<file path="config.mk">
export PLATFORM = sky130hd
export DESIGN_NAME = eight_bit_seq_divider_flat
export DESIGN_NICKNAME = d
export VERILOG_FILES = /design/src/rtl/div_pkg.sv /design/src/rtl/eight_bit_seq_divider_if.sv /design/src/rtl/div_addsub_step.sv /design/src/rtl/eight_bit_seq_divider.sv /design/src/flat_wrapper.sv
export SDC_FILE = /design/constraint.sdc
export NUM_CORES = 1
export LEC_CHECK = 0
export CORE_ASPECT_RATIO = 1.2
export CORE_UTILIZATION = 57
export CTS_CLUSTER_SIZE = 25
export DETAILED_ROUTE_END_ITERATION = 10
export PLACE_DENSITY = 0.84
export SYNTH_ARGS = -nofsm -noshare
export SYNTH_HDL_FRONTEND = slang
export SYNTH_SLANG_ARGS = --single-unit
</file>
<file path="constraint.sdc">
create_clock -name clk -period 4.6 [get_ports clk]
set_input_delay 1.15 -clock clk [delete_from_list [all_inputs] [get_ports clk]]
set_output_delay 1.15 -clock clk [all_outputs]
set_load 0.02 [all_outputs]
</file>
<file path="src/rtl/div_pkg.sv">
// Shared types and constants for the sequential divider.
// Uses SIGNED_DIV_EN for the optional signed mode.
package div_pkg;

  localparam int unsigned WIDTH = 8;
  localparam logic [WIDTH-1:0] DIV0_QUOT = 8'hFF;

  typedef enum logic [2:0] {
    StIdle,
    StZchk,
    StRun,
    StFix,
    StDone
  } div_state_e;

  function automatic logic [WIDTH-1:0] abs_val(input logic [WIDTH-1:0] v);
    return v[WIDTH-1] ? -v : v;
  endfunction

endpackage

</file>
<file path="src/rtl/eight_bit_seq_divider_if.sv">
// Start/done handshake bundle between the control FSM (master) and the divider (slave).
// SIGNED_DIV_EN adds is_signed and overflow.
interface eight_bit_seq_divider_if;
  import div_pkg::*;

  logic             start;
  logic [WIDTH-1:0] dividend;
  logic [WIDTH-1:0] divisor;
  logic [WIDTH-1:0] quotient;
  logic [WIDTH-1:0] remainder;
  logic             busy;
  logic             done;
  logic             div_by_zero;
`ifdef SIGNED_DIV_EN
  logic             is_signed;
  logic             overflow;
`endif

  modport master (
    output start, dividend, divisor,
`ifdef SIGNED_DIV_EN
    output is_signed,
    input  overflow,
`endif
    input  quotient, remainder, busy, done, div_by_zero
  );

  modport slave (
    input  start, dividend, divisor,
`ifdef SIGNED_DIV_EN
    input  is_signed,
    output overflow,
`endif
    output quotient, remainder, busy, done, div_by_zero
  );

endinterface

</file>
<file path="src/rtl/div_addsub_step.sv">
// One non-restoring step: a + b or a - b in two's complement, plus the result sign.
module div_addsub_step #(
  parameter int unsigned W = 9
) (
  input  logic [W-1:0] a_i,
  input  logic [W-1:0] b_i,
  input  logic         sub_i,
  output logic [W-1:0] sum_o,
  output logic         sign_o
);

  assign sum_o  = sub_i ? (a_i - b_i) : (a_i + b_i);
  assign sign_o = sum_o[W-1];

endmodule

</file>
<file path="src/rtl/eight_bit_seq_divider.sv">
// Non-restoring sequential divider, one quotient bit per clock, start/done handshake.
// SIGNED_DIV_EN enables truncating signed division with overflow flag.
module eight_bit_seq_divider #(
  parameter int unsigned WIDTH = div_pkg::WIDTH
) (
  input logic                  clk,
  input logic                  rst,
  eight_bit_seq_divider_if.slave bus
);
  import div_pkg::*;

  localparam int unsigned CntW = $clog2(WIDTH);
  localparam int unsigned RW   = WIDTH + 1;

  div_state_e       state_q, state_d;
  logic [WIDTH-1:0] dvd_q, dvd_d, dvs_q, dvs_d, q_q, q_d;
  logic [RW-1:0]    r_q, r_d;
  logic [CntW-1:0]  cnt_q, cnt_d;
  logic [WIDTH-1:0] quot_q, quot_d, rem_q, rem_d;
  logic             busy_q, busy_d, done_q, done_d, dbz_q, dbz_d;
`ifdef SIGNED_DIV_EN
  logic             sgn_q, sgn_d, qneg_q, qneg_d, rneg_q, rneg_d, ovf_q, ovf_d;
`endif

  logic [RW-1:0] step_a, step_b, step_sum, r_fix;
  logic          step_sub, step_sign;

  // RUN feeds the shifted partial remainder; FIX reuses the adder for the final restore.
  assign step_a   = (state_q == StFix) ? r_q : {r_q[RW-2:0], q_q[WIDTH-1]};
  assign step_sub = (state_q == StFix) ? 1'b0 : ~r_q[RW-1];
  assign step_b   = {1'b0, dvs_q};

  div_addsub_step #(
    .W (RW)
  ) u_step (
    .a_i    (step_a),
    .b_i    (step_b),
    .sub_i  (step_sub),
    .sum_o  (step_sum),
    .sign_o (step_sign)
  );

  always_comb begin
    state_d = state_q;
    dvd_d   = dvd_q;
    dvs_d   = dvs_q;
    q_d     = q_q;
    r_d     = r_q;
    cnt_d   = cnt_q;
    quot_d  = quot_q;
    rem_d   = rem_q;
    busy_d  = busy_q;
    done_d  = done_q;
    dbz_d   = dbz_q;
    r_fix   = r_q[RW-1] ? step_sum : r_q;
`ifdef SIGNED_DIV_EN
    sgn_d   = sgn_q;
    qneg_d  = qneg_q;
    rneg_d  = rneg_q;
    ovf_d   = ovf_q;
`endif
    unique case (state_q)
      StIdle, StDone: begin
        if (bus.start) begin
          dvd_d   = bus.dividend;
          dvs_d   = bus.divisor;
          done_d  = 1'b0;
          dbz_d   = 1'b0;
          busy_d  = 1'b1;
          state_d = StZchk;
`ifdef SIGNED_DIV_EN
          sgn_d   = bus.is_signed;
          ovf_d   = 1'b0;
`endif
        end
      end
      StZchk: begin
        r_d   = '0;
        q_d   = dvd_q;
        cnt_d = '0;
`ifdef SIGNED_DIV_EN
        qneg_d = sgn_q & (dvd_q[WIDTH-1] ^ dvs_q[WIDTH-1]);
        rneg_d = sgn_q & dvd_q[WIDTH-1];
        if (sgn_q) begin
          q_d   = abs_val(dvd_q);
          dvs_d = abs_val(dvs_q);
        end
`endif
        // Zero divisor still passes through FIX so done lands two edges after start.
        if (dvs_q == '0) begin
          busy_d  = 1'b0;
          state_d = StFix;
        end else begin
          state_d = StRun;
        end
      end
      StRun: begin
        r_d   = step_sum;
        q_d   = {q_q[WIDTH-2:0], ~step_sign};
        cnt_d = cnt_q + CntW'(1);
        if (cnt_q == CntW'(WIDTH - 1)) begin
          busy_d  = 1'b0;
          state_d = StFix;
        end
      end
      StFix: begin
        done_d  = 1'b1;
        state_d = StDone;
        if (dvs_q == '0) begin
          quot_d = DIV0_QUOT;
          rem_d  = dvd_q;
          dbz_d  = 1'b1;
        end else begin
          r_d    = r_fix;
          quot_d = q_q;
          rem_d  = r_fix[WIDTH-1:0];
`ifdef SIGNED_DIV_EN
          if (qneg_q) quot_d = -q_q;
          if (rneg_q) rem_d = -r_fix[WIDTH-1:0];
          ovf_d = sgn_q & ~qneg_q & q_q[WIDTH-1];
`endif
        end
      end
      default: state_d = StIdle;
    endcase
  end

  always_ff @(posedge clk or posedge rst) begin
    if (rst) begin
      state_q <= StIdle;
      dvd_q   <= '0;
      dvs_q   <= '0;
      q_q     <= '0;
      r_q     <= '0;
      cnt_q   <= '0;
      quot_q  <= '0;
      rem_q   <= '0;
      busy_q  <= 1'b0;
      done_q  <= 1'b0;
      dbz_q   <= 1'b0;
`ifdef SIGNED_DIV_EN
      sgn_q   <= 1'b0;
      qneg_q  <= 1'b0;
      rneg_q  <= 1'b0;
      ovf_q   <= 1'b0;
`endif
    end else begin
      state_q <= state_d;
      dvd_q   <= dvd_d;
      dvs_q   <= dvs_d;
      q_q     <= q_d;
      r_q     <= r_d;
      cnt_q   <= cnt_d;
      quot_q  <= quot_d;
      rem_q   <= rem_d;
      busy_q  <= busy_d;
      done_q  <= done_d;
      dbz_q   <= dbz_d;
`ifdef SIGNED_DIV_EN
      sgn_q   <= sgn_d;
      qneg_q  <= qneg_d;
      rneg_q  <= rneg_d;
      ovf_q   <= ovf_d;
`endif
    end
  end

  assign bus.quotient    = quot_q;
  assign bus.remainder   = rem_q;
  assign bus.busy        = busy_q;
  assign bus.done        = done_q;
  assign bus.div_by_zero = dbz_q;
`ifdef SIGNED_DIV_EN
  assign bus.overflow    = ovf_q;
`endif

endmodule
</file>
<file path="src/flat_wrapper.sv">
// flat-port wrapper written by rule: the top's interface ports become plain ports
module eight_bit_seq_divider_flat import div_pkg::*;
#(
  parameter int unsigned WIDTH = div_pkg::WIDTH
)
  (clk, rst, bus_start, bus_dividend, bus_divisor, bus_quotient, bus_remainder, bus_busy, bus_done, bus_div_by_zero);
  eight_bit_seq_divider_if bus_i ();
  input logic clk;
  input logic rst;
  input wire logic [$bits(bus_i.start)-1:0] bus_start;
  input wire logic [$bits(bus_i.dividend)-1:0] bus_dividend;
  input wire logic [$bits(bus_i.divisor)-1:0] bus_divisor;
  output wire logic [$bits(bus_i.quotient)-1:0] bus_quotient;
  output wire logic [$bits(bus_i.remainder)-1:0] bus_remainder;
  output wire logic [$bits(bus_i.busy)-1:0] bus_busy;
  output wire logic [$bits(bus_i.done)-1:0] bus_done;
  output wire logic [$bits(bus_i.div_by_zero)-1:0] bus_div_by_zero;
  assign bus_i.start = bus_start;
  assign bus_i.dividend = bus_dividend;
  assign bus_i.divisor = bus_divisor;
  assign bus_quotient = bus_i.quotient;
  assign bus_remainder = bus_i.remainder;
  assign bus_busy = bus_i.busy;
  assign bus_done = bus_i.done;
  assign bus_div_by_zero = bus_i.div_by_zero;
  eight_bit_seq_divider #(.WIDTH(WIDTH)) u_core (.clk(clk), .rst(rst), .bus(bus_i));
endmodule
</file>
Word level (Yosys, flattened, before mapping) --
Cells that the tools add are included.
Storage, ports and cells: flip-flop bits (word level) 58, input port bits 19, logic and storage cells 61
Cells by class: $add $sub $neg 3, equality and inequality tests 10, muxes and demuxes 22, bitwise logic cells 2, reductions and logical operators 13
Operator list (count):
- two-way mux 9 bit | 4
- one-hot mux 9 bit (3 select lines) | 1
- two-way mux 8 bit | 2
- one-hot mux 8 bit (2 select lines) | 1
- one-hot mux 3 bit (4 select lines) | 1
- adder 9 x 8 -> 9 bit | 1
- subtractor 9 x 8 -> 9 bit | 1
- logical NOT 8 bit | 1
- AND reduction 2 bit | 4
- two-way mux 1 bit | 7
- equality test 3 x 2 -> 1 bit (second input constant) | 2
- equality test 3 bit (second input constant) | 2
- two-way mux 3 bit | 2
- inequality test 2 bit (second input constant) | 3
- one-hot mux 3 bit (2 select lines) | 1
- nonzero test 3 bit | 2
- inequality test 2 x 1 -> 1 bit (second input constant) | 2
- one-hot mux 1 bit (2 select lines) | 2
- AND reduction 4 bit | 1
- nonzero test 2 bit | 2
- adder 3 x 1 -> 3 bit (second input constant) | 1
- equality test 3 x 1 -> 1 bit (second input constant) | 1
- logical NOT 3 bit | 1
- one-hot mux 1 bit (3 select lines) | 1
- 3 further kinds | 4

Longest topological paths before layout --
Gate-level depths: netlist of the first run.
depth after elaboration 7, depth in mapped cells 16, gate-level depth less buffers 14

By module --
From an unflattened synthesis of the first run, not the netlist that was laid out.
Unflattened totals: cells, all modules 358, area total of the unflattened synthesis 3369.5 um^2
Modules (own cells, without submodules):
- eight_bit_seq_divider | times used 1, cells each 288, area an instance 2839.0 um^2
- div_addsub_step | times used 1, cells each 70, area an instance 530.5 um^2

Worst setup path after synthesis of the first run --
No wires, ideal clock.
path type reg2reg, start register u_core.state_q[1], end register u_core.r_q[8], data arrival time 3.275 ns, path slack 1.199 ns, stages on the path, launching flop included 17, path buffers 4, cell sequence dfrtp_1 > clkbuf_1 > nor2b_1 > clkbuf_1 > nand2_1 > clkbuf_1 > clkbuf_1 > nand2_1 > nand2_1 > ha_1 > or3_1 > nand2b_1 > o2bb2ai_1 > xor2_1 > a31oi_1 > o21ai_0 > a221o_1
On the way: cells in the longest elaborated chain, start to end 7
Ends and longest elaborated chain:
- start, declared | RTL line eight_bit_seq_divider.sv:15 | div_state_e state_q, state_d;
- start signal, assigned | RTL line eight_bit_seq_divider.sv:130 | state_q <= StIdle;
- start signal, assigned | RTL line eight_bit_seq_divider.sv:148 | state_q <= state_d;
- equality test 3 x 2 -> 1 bit | RTL line eight_bit_seq_divider.sv:29, eight_bit_seq_divider.sv:30, eight_bit_seq_divider.sv:62
- two-way mux 9 bit | RTL line eight_bit_seq_divider.sv:29 | assign step_a = (state_q == StFix) ? r_q : {r_q[RW-2:0], q_q[WIDTH-1]};
- adder 9 x 8 -> 9 bit / subtractor 9 x 8 -> 9 bit (equally long branches) | RTL line div_addsub_step.sv:12 | assign sum_o = sub_i ? (a_i - b_i) : (a_i + b_i);
- two-way mux 9 bit | RTL line div_addsub_step.sv:12
- two-way mux 9 bit | RTL line eight_bit_seq_divider.sv:55 | r_fix = r_q[RW-1] ? step_sum : r_q;
- two-way mux 9 bit | RTL line eight_bit_seq_divider.sv:109 | if (dvs_q == '0) begin
- one-hot mux 9 bit (3 select lines) | RTL line eight_bit_seq_divider.sv:62 | unique case (state_q)
- end signal, assigned | RTL line eight_bit_seq_divider.sv:152 | r_q <= r_d;
- end, declared | RTL line eight_bit_seq_divider.sv:17 | logic [RW-1:0] r_q, r_d;
Several ways; a longest one is shown, not always the timed one. The select of a mux whose other input is x is not followed. A chain may end at the register's enable or synchronous reset.

Final worst setup path of the first run --
start register u_core.r_q[8], end register u_core.q_q[0]
On the way: cells in the longest elaborated chain, start to end 5
Ends and longest elaborated chain:
- two-way mux 9 bit / NOT 1 bit (equally long branches) | RTL line eight_bit_seq_divider.sv:29, eight_bit_seq_divider.sv:30
- adder 9 x 8 -> 9 bit, or another cell as far along | RTL line div_addsub_step.sv:12
- two-way mux 9 bit (*) | RTL line div_addsub_step.sv:12
- NOT 1 bit (*) | RTL line eight_bit_seq_divider.sv:99 | q_d = {q_q[WIDTH-2:0], ~step_sign};
- one-hot mux 8 bit (2 select lines) (*) | RTL line eight_bit_seq_divider.sv:62
- end signal, assigned | RTL line eight_bit_seq_divider.sv:151 | q_q <= q_d;
- end, declared | RTL line eight_bit_seq_divider.sv:16 | logic [WIDTH-1:0] dvd_q, dvd_d, dvs_q, dvs_d, q_q, q_d;
Every way passes the cells marked *; elsewhere a longest branch is shown, timed or not.

==> results of run 1 <==
==> synth_stat cells, drive strengths merged, types with 4 or more instances <==
library cell,number
ha,11
nand2b,4
xor2,9
dfrtp,58
clkbuf,21
nand2,69
or3,5
mux2,14
a22o,10
o21ai,38
nor2,28
xnor2,5
nor2b,6
o21a,4
a22oi,11
mux2i,8
a21oi,21
inv,11
buf,6
nand3,5
==> area by class of cell <==
type / instances / area (µm²) / area share, %
Clock buffer: 10 / 138 / 3.41
Tap cell: 80 / 100 / 2.48
Inverter: 12 / 45.0 / 1.11
Clock inverter: 6 / 90.1 / 2.23
Sequential cell: 58 / 1450 / 35.9
Timing Repair Buffer: 45 / 430 / 10.7
Multi-Input combinational cell: 285 / 1790 / 44.2
==> worst paths after layout <==
| kind | start | end | depth (start not counted) |
|---|---|---|---|
| max | u_core.r_q[8] | u_core.q_q[0] | 11 |
| min | u_core.bus.quotient[1] | u_core.bus.quotient[1] | 2 |
| max reg2reg | u_core.r_q[8] | u_core.q_q[0] | 11 |
| min reg2reg | u_core.bus.quotient[1] | u_core.bus.quotient[1] | 2 |
| max in group asynchronous | rst | u_core.dvd_q[1] | 3 |
| min in group asynchronous | rst | u_core.r_q[7] | 2 |
==> metal layers <==
metal / global-route usage (%) / vias to the layer above
met5: 0 / -
met4: 15.7 / 0
met3: 4.30 / 23
met2: 41.0 / 112
met1: 37.3 / 1379
li1: - / 1396
==> logic make-up after synthesis <==
| logic type | after synthesis | synth area share [%] |
|---|---|---|
| buf+inv | 39 | 4.90 |
| mux | 22 | 7.00 |
| xor+xnor | 14 | 3.61 |
| simple gates | 128 | 16.6 |
| compound gates | 109 | 20.5 |
| flops | 58 | 42.7 |
| fa+ha+maj | 12 | 4.64 |
==> registers in the layout, indices dropped and copies added (netlist names) <==
signal,cells
u_core.bus.busy,1
u_core.bus.remainder,8
u_core.r_q,9
u_core.bus.done,1
u_core.state_q,3
u_core.bus.div_by_zero,1
u_core.cnt_q,3
u_core.bus.quotient,8
u_core.dvs_q,8
u_core.q_q,8
u_core.dvd_q,8
==> worst max-delay path: cells and delay by family (launching register included) <==
kind	cells	cell delay, ps
compound gates	5	1080
fa+ha+maj	1	230
flops	1	800
xor+xnor	2	320
simple gates	3	880
==> through the flow <==
stage	hold slack, ps	setup WS [ps]	instances
CTS	470	1180	496
floorplan	473	1200	382
finish	466	1150	496
detailed placement	454	1210	480
global route	486	895	496
global placement	450	1300	480
==> run_results.csv, run 1 <==
group,metric,value,unit
worst_setup_path,cp_cell_sequence,"nand2b_1, o31ai_1, xor2_1, ha_1, or3_1, nand2b_1, o2bb2ai_1, xor2_1, a31oi_1, o21ai_0, o311ai_0",
worst_setup_path,worstPathArrival,3670,ps
sta,setup_violations,0,
logic_synthesis,seq_area_frac_synth,42.7,%
layout,final_cell_mix,"68 x nand2_1, 58 x dfrtp_1, 38 x o21ai_0, 37 x clkdlybuf4s50_1, 28 x nor2_1",
layout,num-nets-final,442,
sta,clock.fmax,0.290,GHz
route,wirelength_met1,3400,µm
clocking,cts_resized,0,
worst_setup_path,worst_setup_path_start_kind,"register",
worst_setup_path,cpMaxStageDelayCell,"dfrtp_1",
route,wl_met2,3610,µm
logic_synthesis,async_flop_share,100,%
floorplan,die_w,72.5,µm
floorplan,io_pins,38,
sta,rsz0062_at_grt,"false",
worst_setup_path,r2r_slack,1150,ps
clocking,htreeDepth,3,
worst_hold_path,hold_class,"register to register",
logic_synthesis,ys_warn_count,0,
placement,io_buffers,37,
placement,placed_area,3810,µm²
logic_synthesis,yosys_register_bits,58,
worst_setup_path,cp-end-kind,"register",
clocking,cts_hold_buf,0,
run_status,status,"finished clean",
logic_synthesis,synth_edf_count,0,
worst_setup_path,path_class,"register to register",
global_routing,antenna_found_initial,0,
global_routing,grt_pass1_wl,12800,µm
global_routing,grt_pass1_vias,2616,
clocking,clock_latency,350,ps
worst_setup_path,max_stage_delay,800,ps
logic_synthesis,synth_area_per_cell,8.90,µm²
clocking,cts-buffers-inserted,9,
route,wl_per_cell,15.5,µm
sta,final.setup_skew,8.02,ps
sta,tns,0,ps
sta,relSlewSlack,40.2,%
logic_synthesis,synth_flop_cell,"dfrtp_1",
layout,fillCellCount,440,
global_routing,grt_max_degree,44,
route,vias,2910,
route,routed_via_density,5.87,
sta,tightest_slew,897,ps
layout,utilization,70.8,%
placement,gp_congestion,0.897,
layout,num_antenna_cells,0,
worst_setup_path,cp_max_fo,19,
floorplan,start_util,59.6,%
route,wl_met3,400,µm
sta,min_period,3450,ps
logic_synthesis,synth.top_cell.area_share,42.7,%
logic_synthesis,synthCells,382,
sta,period_share,74.9,%
placement,hpwlAfterDp,5310,µm
floorplan,core-area,5710,µm²
logic_synthesis,yosys-top-cells-area,"dfrtp_1 43%, nand2_1 7.5%, o21ai_0 5.6%",
clocking,cts_tree,"yes",
route,drtIter0Drc,334,
layout,layout_commonest_cell,"nand2_1",
sta,hold_violations,0,
run,drv_cap,0,
clocking,cts_sinks,58,
logic_synthesis,synth_area,3400,µm²
global_routing,grt_overflow,0,
sta,drv_slew,0,
clocking,clk_path_buf_depth,2,
route,top_layer,"met4",
clocking,post_cts_buffers,0,
floorplan,die_h,86.6,µm
layout,drive_above_1_share,11.1,%
clocking,path_clk_slew,70,ps
layout,fin_area,4040,µm²
route,wirelength,7690,µm
logic_synthesis,synth.distinct_cells,47,
route,drc,0,
logic_synthesis,yosys.area.top_type,"dfrtp_1",
floorplan,die_area,6280,µm²
clocking,clockRootBuffer,"clkbuf_8",
logic_synthesis,syn-num-nets,413,
worst_setup_path,cp.required,4820,ps
route,final_antenna_net_count,0,
layout,synthToLayoutAreaGrowth,18.9,%
route,drtPass1Iterations,6,
floorplan,rows,30,
global_routing,track_usage,27.2,%
Power of run 1 is left out: the tool's default activity adds up to more than one toggle a clock period on the data nets, which glitch-free logic cannot reach.
==> inputs of run 2 (changes only) <==
==> constraint.sdc (replaced) <==
create_clock -name clk -period 3.4 [get_ports clk]
set_input_delay 0.85 -clock clk [delete_from_list [all_inputs] [get_ports clk]]
set_output_delay 0.85 -clock clk [all_outputs]
set_load 0.02 [all_outputs]
==> run 2 against run 1 <==
Against the previous run:
- clock skew about the same
- fmax increased by 8.8%
- global-route usage increased by 1.4 points
- critical endpoint is now u_core.r_q[8]
- via count increased by 1.5%
- utilization increased by 0.68 points
- worst setup slack got worse by 920 ps
- clock-buffer cell count increased by 1
- sequential share of layout area decreased by 0.34 points
- critical path depth unchanged
- design area increased by 0.96%
- wire length increased by 4.6%
- largest cell class unchanged
==> run_results.csv, run 2 (synthesized netlist as in run 1, its figures left out) <==
group,metric,value,unit
run_status,status,"finished clean",
floorplan,rows,30,
global_routing,grt_pass1_wl,13400,µm
floorplan,core-area,5710,µm²
route,wirelength,8050,µm
sta,period_share,93.1,%
sta,clock.fmax,0.316,GHz
route,routed_via_density,5.88,
sta,rsz0062_at_grt,"false",
global_routing,grt_pass1_vias,2853,
sta,tns,0,ps
route,vias,2953,
layout,num-nets-final,448,
clocking,cts_hold_buf,0,
global_routing,grt_max_degree,59,
worst_hold_path,hold_class,"register to register",
placement,hpwlAfterDp,5570,µm
layout,regMostFlops,"u_core.r_q",
worst_setup_path,cp.required,3630,ps
floorplan,start_util,59.6,%
placement,gp_congestion,0.940,
worst_setup_path,worstPathArrival,3400,ps
sta,drv_slew,0,
floorplan,die_w,72.5,µm
global_routing,track_usage,28.7,%
worst_setup_path,cp_max_fo,4,
clocking,clockRootBuffer,"clkbuf_8",
sta,tightest_slew,811,ps
route,drtIter0Drc,355,
global_routing,antenna_found_initial,0,
layout,final_cell_mix,"68 x nand2_1, 58 x dfrtp_1, 37 x o21ai_0, 37 x clkdlybuf4s50_1, 28 x nor2_1",
worst_setup_path,max_stage_delay,440,ps
clocking,clock_latency,350,ps
floorplan,die_h,86.6,µm
sta,relSlewSlack,45.9,%
clocking,cts_tree,"yes",
sta,min_period,3170,ps
layout,utilization,71.5,%
layout,layout_commonest_cell,"nand2_1",
clocking,cts-buffers-inserted,9,
floorplan,io_pins,38,
worst_setup_path,cpMaxStageDelayCell,"or3_1",
sta,final.setup_skew,7.99,ps
route,wl_per_cell,16.0,µm
clocking,cts_resized,0,
worst_setup_path,worst_setup_path_start_kind,"register",
clocking,clk_path_buf_depth,2,
sta,hold_violations,0,
worst_setup_path,path_class,"register to register",
layout,num_antenna_cells,0,
clocking,post_cts_buffers,0,
run,drv_cap,0,
route,drtPass1Iterations,5,
placement,io_buffers,37,
route,final_antenna_net_count,0,
global_routing,grt_overflow,0,
layout,drive_above_1_share,12.6,%
route,drc,0,
worst_setup_path,cp_cell_sequence,"or3_1, o31ai_1, xor2_1, ha_1, or3_1, nand2b_1, o2bb2ai_2, xor2_1, a31oi_1, o21ai_0, a221o_1",
clocking,cts_sinks,58,
clocking,htreeDepth,3,
layout,largest_reg_flops,9,
floorplan,die_area,6280,µm²
clocking,path_clk_slew,60,ps
layout,synthToLayoutAreaGrowth,20.0,%
layout,fillCellCount,458,
sta,setup_violations,0,
worst_setup_path,cp-end-kind,"register",
run 2: cell count changes in the layout (fill, tap and decap cells not counted), sizes merged:
cell and delta:
clkinv +1, clkbuf +1, buf +6, clkinvlp -1
bufinv -1
run 2: area by class of cell:
cell class                 instances  area (µm²)  share of cell area, %
clock inverter                     5        53.8                   1.32
clock buffer                      11         141                   3.47
tap                               80         100                   2.45
timing repair buffer              51         488                   12.0
inverter                          12        45.0                   1.10
sequential                        58        1450                   35.6
multi-input combinational        285        1800                   44.1
run 2: through the flow:
stage          std cells  instance area (µm²)  hold slack, ps  setup slack [ps]
4_1_cts              502                 4070             469               180
3_3_place_gp         486                 3870             449               325
5_1_grt              502                 4080             500              28.9
6_report             502                 4080             464               234
2_1_floorplan        382                 3400             473               113
3_5_place_dp         486                 3870             455               196
run 2: final timing paths:
| kind | from | to | slack (ps) | cells after the start |
|---|---|---|---|---|
| min | u_core.bus.quotient[4] | u_core.bus.quotient[4] | 460 | 2 |
| max reg2reg | u_core.dvs_q[2] | u_core.r_q[8] | 230 | 11 |
| min reg2reg | u_core.bus.quotient[4] | u_core.bus.quotient[4] | 460 | 2 |
| min in group asynchronous | rst | u_core.bus.remainder[4] | 860 | 3 |
| max | u_core.dvs_q[2] | u_core.r_q[8] | 230 | 11 |
| max in group asynchronous | rst | u_core.dvs_q[4] | 2260 | 3 |
run 2: per-layer routing:
layer  wire, µm  track usage, %  vias up
li1           -               -     1411
met1       3380            36.5     1378
met2       3860            43.6      140
met3        512            6.28       24
met4        296            19.3        0
met5          0               0        -
run 2: worst max-delay path: cells and delay by family (launching register included):
kind            cells  cell delay [ps]
flops               1              420
fa+ha+maj           1              220
compound gates      5             1120
xor+xnor            2              240
simple gates        3             1060
Power of run 2 is left out for the same reason.
==> inputs of run 3 (changes only) <==
--- a/config.mk
+++ b/config.mk
@@ -6,10 +6,10 @@
 export NUM_CORES = 1
 export LEC_CHECK = 0
 export CORE_ASPECT_RATIO = 1.2
-export CORE_UTILIZATION = 57
+export CORE_UTILIZATION = 23
 export CTS_CLUSTER_SIZE = 25
 export DETAILED_ROUTE_END_ITERATION = 10
-export PLACE_DENSITY = 0.84
+export PLACE_DENSITY = 0.42
 export SYNTH_ARGS = -nofsm -noshare
 export SYNTH_HDL_FRONTEND = slang
 export SYNTH_SLANG_ARGS = --single-unit
==> run 3 against run 2 <==
Against the previous run:
- wire length rose by 18%
- die area rose by 140%
- sequential share of layout area fell by 2.1 points
- worst hold slack got worse by 3.9 ps
- clock-buffer cell count rose by 1
- worst setup slack improved by 47 ps
- critical path type unchanged
- critical endpoint unchanged
- largest cell class unchanged
==> run_results.csv, run 3 (synthesized netlist as in run 1, its figures left out) <==
group,metric,value,unit
sta,relSlewSlack,62.0,%
global_routing,antenna_found_initial,0,
floorplan,die_area,15300,µm²
sta,hold_violations,0,
route,drtPass1Iterations,4,
sta,tns,0,ps
sta,final.setup_skew,6.63,ps
clocking,cts_sinks,58,
layout,num_antenna_cells,0,
worst_setup_path,cp-end-kind,"register",
layout,final_cell_mix,"68 x nand2_1, 58 x dfrtp_1, 38 x o21ai_0, 37 x clkdlybuf4s50_1, 28 x nor2_1",
run,drv_cap,0,
layout,layout_commonest_cell,"nand2_1",
layout,final-seq-area,1450,µm²
sta,setup_violations,0,
placement,gp_congestion,0.804,
clocking,htreeDepth,3,
route,routed_via_density,4.73,
placement,dp_cells,583,
layout,num-nets-final,450,
layout,synthToLayoutAreaGrowth,27.4,%
placement,placed_area,4000,µm²
sta,period_share,91.7,%
route,drc,0,
run_status,status,"finished clean",
clocking,clockRootBuffer,"clkbuf_16",
worst_hold_path,hold_class,"register to register",
route,wl_per_cell,15.9,µm
layout,utilization,30.0,%
sta,rsz0062_at_grt,"false",
floorplan,io_pins,38,
global_routing,grt_pass1_wl,15400,µm
route,wirelength,9510,µm
global_routing,grt_overflow,0,
placement,hpwlAfterDp,6660,µm
sta,drv_slew,0,
floorplan,core-area,14400,µm²
floorplan,start_util,23.6,%
worst_setup_path,worst_setup_path_start_kind,"register",
clocking,clock_latency,330,ps
worst_setup_path,worstPathArrival,3330,ps
pwr,cellLeakagePower,1.91,nW
clocking,path_clk_slew,50,ps
layout,fillCellCount,1529,
route,drtIter0Drc,98,
layout,regMostFlops,"u_core.r_q",
sta,tightest_slew,567,ps
floorplan,die_h,135,µm
clocking,clk_path_buf_depth,2,
route,final_antenna_net_count,0,
worst_setup_path,path_class,"register to register",
floorplan,rows,48,
clocking,cts-buffers-inserted,9,
layout,multi_input_area,1800,µm²
pwr,p_per_area,1280,nW/µm²
global_routing,grt_pass1_vias,2816,
layout,largest_reg_flops,9,
clocking,cts_tree,"yes",
floorplan,die_w,113,µm
global_routing,track_usage,13.3,%
layout,drive_above_1_share,13.4,%
pwr,peakVddDrop,0.000428,V
layout,fin_area,4330,µm²
global_routing,grt_max_degree,59,
worst_setup_path,cp_max_fo,4,
sta,clock.fmax,0.321,GHz
sta,min_period,3120,ps
layout,final-instance-count-excl-fill,599,
placement,io_buffers,37,
route,vias,2832,
clocking,cts_hold_buf,0,
worst_setup_path,cp.required,3610,ps
## run 3: power by group
group	leakage, nW	internal [mW]	total (mW)	switching (mW)
logic	1.04	1.46	3.27	1.82
registers	0.721	1.02	1.33	0.310
clock network	0.159	0.625	0.946	0.321
total	1.91	3.10	5.55	2.45
## run 3: metal layers
| layer | up-vias | GRT usage [%] | share of wire [%] | wire (µm) |
|---|---|---|---|---|
| met1 | 1360 | 17.5 | 48 | 4570 |
| met3 | 6 | 2.86 | 3.6 | 338 |
| met4 | 0 | 4.31 | 0.96 | 91 |
| li1 | 1408 | - | - | - |
| met5 | - | 0 | 0 | 0 |
| met2 | 58 | 21.7 | 47 | 4510 |
## run 3: worst max-delay path: stages, from the launching register on
cell and delay, ps:
dfrtp_1 410, or3_1 420, o31ai_1 260, xor2_1 120, ha_1 220, or3_1 410, nand2b_1 170, o2bb2ai_2 210
xor2_1 120, a31oi_1 160, o21ai_0 150, a221o_1 360
## run 3: through the flow
| stage | setup slack (ps) | power (mW) | hold WS (ps) |
|---|---|---|---|
| floorplan | 113 | 3.63 | 473 |
| global placement | 185 | 4.57 | 452 |
| detailed placement | 119 | 4.61 | 456 |
| CTS | 101 | 5.59 | 468 |
| global route | 16.7 | 6.05 | 485 |
| finish | 281 | 5.55 | 460 |
## run 3: area by class of cell
cell class / instances / share of cell area (%)
clock inverter: 4 / 1.13
timing repair buffer: 53 / 11.6
inverter: 12 / 1.04
multi-input combinational: 285 / 41.5
clock buffer: 12 / 6.16
tap: 175 / 5.06
sequential: 58 / 33.5
## run 3: path summary, 6_finish.rpt
check / startpoint / to / slack (ps) / cells after the start
worst max-delay path: u_core.dvs_q[2] / u_core.r_q[8] / 280 / 11
worst min-delay path: u_core.bus.quotient[2] / u_core.bus.quotient[2] / 460 / 2
worst max register to register: u_core.dvs_q[2] / u_core.r_q[8] / 280 / 11
worst min register to register: u_core.bus.quotient[2] / u_core.bus.quotient[2] / 460 / 2
max in group asynchronous: rst / u_core.r_q[7] / 2220 / 3
min in group asynchronous: rst / u_core.cnt_q[2] / 910 / 3
## run 3: what timing repair did
| item | 4_1_cts | 5_1_grt |
|---|---|---|
| setup endpoints to repair | 0 | 4 |
| resized for setup | 0 | 4 |
| setup buffers | 0 | 0 |
No activity file was read; power rests on OpenSTA's default activity.
